File: src/rtl/rr_arbiter.sv
// Round-robin arbiter: one registered one-hot grant at a time, rotating priority
// pointer, optional hold limit with a revoke pulse when a grant times out.
module rr_arbiter #(
  parameter int number_ports = 2,
  parameter int max_hold = 0,
  localparam int W = $clog2(number_ports)
) (
  input  logic                    clk,
  input  logic                    rst_n,
  input  logic [number_ports-1:0] request,
  output logic [number_ports-1:0] grant,
  output logic                    grant_valid,
  output logic [W-1:0]            chosen,
  output logic                    revoked
);

  localparam int HW = (max_hold > 1) ? $clog2(max_hold) : 1;
  localparam logic [HW-1:0] HOLD_LAST = HW'((max_hold > 0) ? max_hold - 1 : 0);
  localparam logic [HW-1:0] HOLD_SAT = '1;
  localparam logic [W-1:0] PORT_LAST = W'(number_ports - 1);
  localparam logic [number_ports-1:0] ONE_HOT0 = number_ports'(1);

  localparam logic [0:0] IDLE  = 1'b0;
  localparam logic [0:0] GRANT = 1'b1;

  logic [0:0]    state;
  logic [W-1:0]  ptr;
  logic [HW-1:0] hold_cnt;
  logic [W-1:0]  winner;
  logic [W:0]    slot;
  logic [W-1:0]  next_ptr;
  logic          timeout;

  // Scan from the highest rotated offset down so the lowest requesting offset wins;
  // the slot is folded back below number_ports so non-power-of-two sizes never overrun.
  always_comb begin
    winner = '0;
    slot   = '0;
    for (int i = number_ports - 1; i >= 0; i--) begin
      slot = {1'b0, ptr} + (W+1)'(i);
      if (slot >= (W+1)'(number_ports)) slot = slot - (W+1)'(number_ports);
      if (request[slot[W-1:0]]) winner = slot[W-1:0];
    end
  end

  assign next_ptr    = (chosen == PORT_LAST) ? '0 : chosen + 1'b1;
  assign timeout     = (max_hold != 0) && (hold_cnt == HOLD_LAST);
  assign grant_valid = |grant;

  always_ff @(posedge clk or negedge rst_n) begin
    if (!rst_n) begin
      state    <= IDLE;
      ptr      <= '0;
      hold_cnt <= '0;
      grant    <= '0;
      chosen   <= '0;
      revoked  <= 1'b0;
    end else begin
      revoked <= 1'b0;
      case (state)
        IDLE: begin
          if (|request) begin
            grant    <= ONE_HOT0 << winner;
            chosen   <= winner;
            hold_cnt <= '0;
            state    <= GRANT;
          end
        end
        GRANT: begin
          // A drop coinciding with the timeout is an ordinary release, not a revoke.
          if (!request[chosen]) begin
            grant <= '0;
            ptr   <= next_ptr;
            state <= IDLE;
          end else if (timeout) begin
            grant   <= '0;
            ptr     <= next_ptr;
            revoked <= 1'b1;
            state   <= IDLE;
          end else if (hold_cnt != HOLD_SAT) begin
            hold_cnt <= hold_cnt + 1'b1;
          end
        end
      endcase
    end
  end

endmodule

File: config.mk
export PLATFORM = sky130hd
export DESIGN_NAME = rr_arbiter
export DESIGN_NICKNAME = d
export VERILOG_FILES = /design/src/rtl/rr_arbiter.sv
export SDC_FILE = /design/constraint.sdc
export NUM_CORES = 1
export LEC_CHECK = 0
export CELL_PAD_IN_SITES_DETAIL_PLACEMENT = 1
export CELL_PAD_IN_SITES_GLOBAL_PLACEMENT = 1
export CORE_AREA = 2 2 39 41
export CTS_BUF_LIST = sky130_fd_sc_hd__clkbuf_16
export DETAILED_ROUTE_END_ITERATION = 8
export DIE_AREA = 0 0 41 43
export GPL_TIMING_DRIVEN = 1
export HOLD_SLACK_MARGIN = 0.06
export MAX_ROUTING_LAYER = met4
export PLACE_DENSITY_LB_ADDON = 0.1
export SETUP_SLACK_MARGIN = 0.02
export SYNTH_ARGS = -nofsm -noshare
export SYNTH_HDL_FRONTEND = slang
export SYNTH_SLANG_ARGS = --single-unit
File: constraint.sdc
create_clock -name clk -period 1.35 [get_ports clk]
set_clock_uncertainty 0.2 [all_clocks]
set_input_delay 0.135 -clock clk [delete_from_list [all_inputs] [get_ports clk]]
set_output_delay 0.135 -clock clk [all_outputs]
set_load 0.02 [all_outputs]
==> results.cfg <==
[synthesis]
ys_top_cells_by_area = dfrtp_1, o21ai_0, nand2_1, nor2_1, nor2b_4
syn_inst = 33
yosysWarnings = 0
yosysTopAreaCell = dfrtp_1
syn_nets = 37
yosysMostFrequentCell = dfrtp_1
synth_top_area_share = 0.444
synth.top_cells.by_count = dfrtp_1, nand2_1, nor2_1, o21ai_0, inv_1
ys_ff_latch = 5
syn_area_sq_um = 282
netlist-cell-type-count = 19
synth_edf_count = 0
synthArstFlopShare = 1.00
synth.avg_cell_area_sq_um = 8.53
synth-seq-area-share = 0.444
synthFlopType = dfrtp_1

[cts]
h-tree-depth = 1
cts_buffers = 3
cts-root-buf = clkbuf_16
tritoncts = done
cts.clk_slew.worst_paths_ns = 0.03
clock_latency_ns = 0.22
cts_sinks = 5
cts.path.max_buffers = 2

[sta]
setup_violations = 0
holdWs_ns = 0.267
drv_slew = 0
setup_tns_ns = 0
period_needed_ns = 1.31
hold_viol_final = 0
fmax_ghz = 0.764
rsz0062_at_grt = true
finalWorstSetupSlack_ns = 0.0417
fin_crit_sh = 0.969

[layout]
final_cells = 66
drive_above_1_share = 0.360
nets = 55
antenna_cells = 0
fin_area_sq_um = 498
fin_util = 0.360
syn_to_final_growth_pct = 76.9

[critical_path]
cp-end-kind = output pin
cp.required_ns = 1.01
cp-start-kind = register
setup.worst_path.class = register to output pin
crit_arrival_ns = 0.97
crit_path_max_fanout = 2

[power_and_ir_drop]
ir_drop_uv = 1240
p_leak_nw = 0.244
total_power_mw = 1.27
p_per_area_nw_per_um2 = 2540

[worst_hold_path]
min_path_type = input pin to register

[detailed_routing]
drc_errors = 0
wl_per_cell_um = 12.5
drtIter0Drc = 0
drt_wl_total_um = 823
vias = 306
viasPerCell = 4.64
firstDrtPassIters = 1
final_antenna_net_count = 0

[placement]
placed_area_sq_um = 410
pre_cts_slack_ns = -0.274
dp_hpwl_um = 611
gp_congestion = 0.704
io_buffer_count = 7
dpl.cell_count = 61

[job]
drv_cap = 0

[global_routing]
antenna_found_initial = 0
grt_max_degree = 10
grt_usage = 0.122
grt_pass1_wl_um = 1310
first_global_vias = 307
grt_overflow_total = 0

[floorplan]
pin_count = 9
coreArea_sq_um = 1380
start_util = 0.203
die_y_um = 43
die-area_sq_um = 1760
rows = 14
die_width_um = 41

[status]
status = finished, final reports clean
[where the power goes]
group	switching, mW	leakage [nW]	internal [mW]
Sequential	0.0821	0.0569	0.224
Clock	0.0925	0.0423	0.383
Combinational	0.230	0.144	0.254
[layout by cell type, fill, tap and decap left out]
cell	n
buf_4	6
o21ai_0	4
nand2_1	4
nor2_1	4
inv_1	3
clkbuf_16	3
dfrtp_1	3
dfrtp_2	2
clkdlybuf4s50_1	2
buf_2	2
or2_4	1
a21oi_1	1
nor2b_1	1
o21ai_1	1
and2b_1	1
nor2b_4	1
nand2b_1	1
a32o_2	1
a211oi_2	1
nand3_1	1
nor3_1	1
a211o_1	1
conb_1	1
dlygate4sd3_1	1
dlygate4sd2_1	1
clkdlybuf4s15_1	1
buf_6	1
[registers in the layout, summed over array words and instances (netlist names)]
register,flops
ptr,1
state,1
chosen,1
grant,2
[timing repair]
action                                 in CTS  in global routing
buffers inserted                            0                  0
endpoints found under the hold margin       5                  0
gates resized for setup                    13                  7
setup endpoints to repair                   6                  6
hold buffers                                1                  0
[critical path, cell delays in order (launching register included)]
cell and delay (ns):
dfrtp_1 0.37, or2_4 0.25, buf_6 0.13
[kinds of logic (layout without fill, tap and decap cells)]
group	after synthesis	count (layout)	synth area share
AND/OR/NAND/NOR	15	15	0.284
AO/OA/AOI/OAI	9	9	0.204
flip-flops	5	5	0.444
buffers and inverters	3	20	0.0534
other	1	1	0.0133
[metal layers]
layer	GRT usage	routed length, um	up-vias
met1	0.130	319	147
met5	-	0	-
met2	0.169	412	10
met3	0.0628	74	4
met4	0.0800	16	0
li1	-	-	145
[final timing paths]
path	startpoint	end	slack [ns]	depth (start not counted)
setup / recovery	grant[1]	grant_valid	0.04	2
hold / removal	request[1]	state	0.27	3
setup reg to reg	chosen	grant[1]	0.09	3
hold reg to reg	ptr	ptr	0.38	2
max in group asynchronous	rst_n	chosen	0.24	2
min in group asynchronous	rst_n	grant[0]	0.49	2
[cell type report]
cell class | count | area (sq um)
Inverter | 2 | 7.51
Timing Repair Buffer | 14 | 115
Clock buffer | 3 | 75.1
Multi-Input combinational cell | 25 | 149
Fill cell | 158 | 886
Tap cell | 16 | 20.0
Clock inverter | 1 | 3.75
Sequential cell | 5 | 128
(Power assumes the default switching activity.)
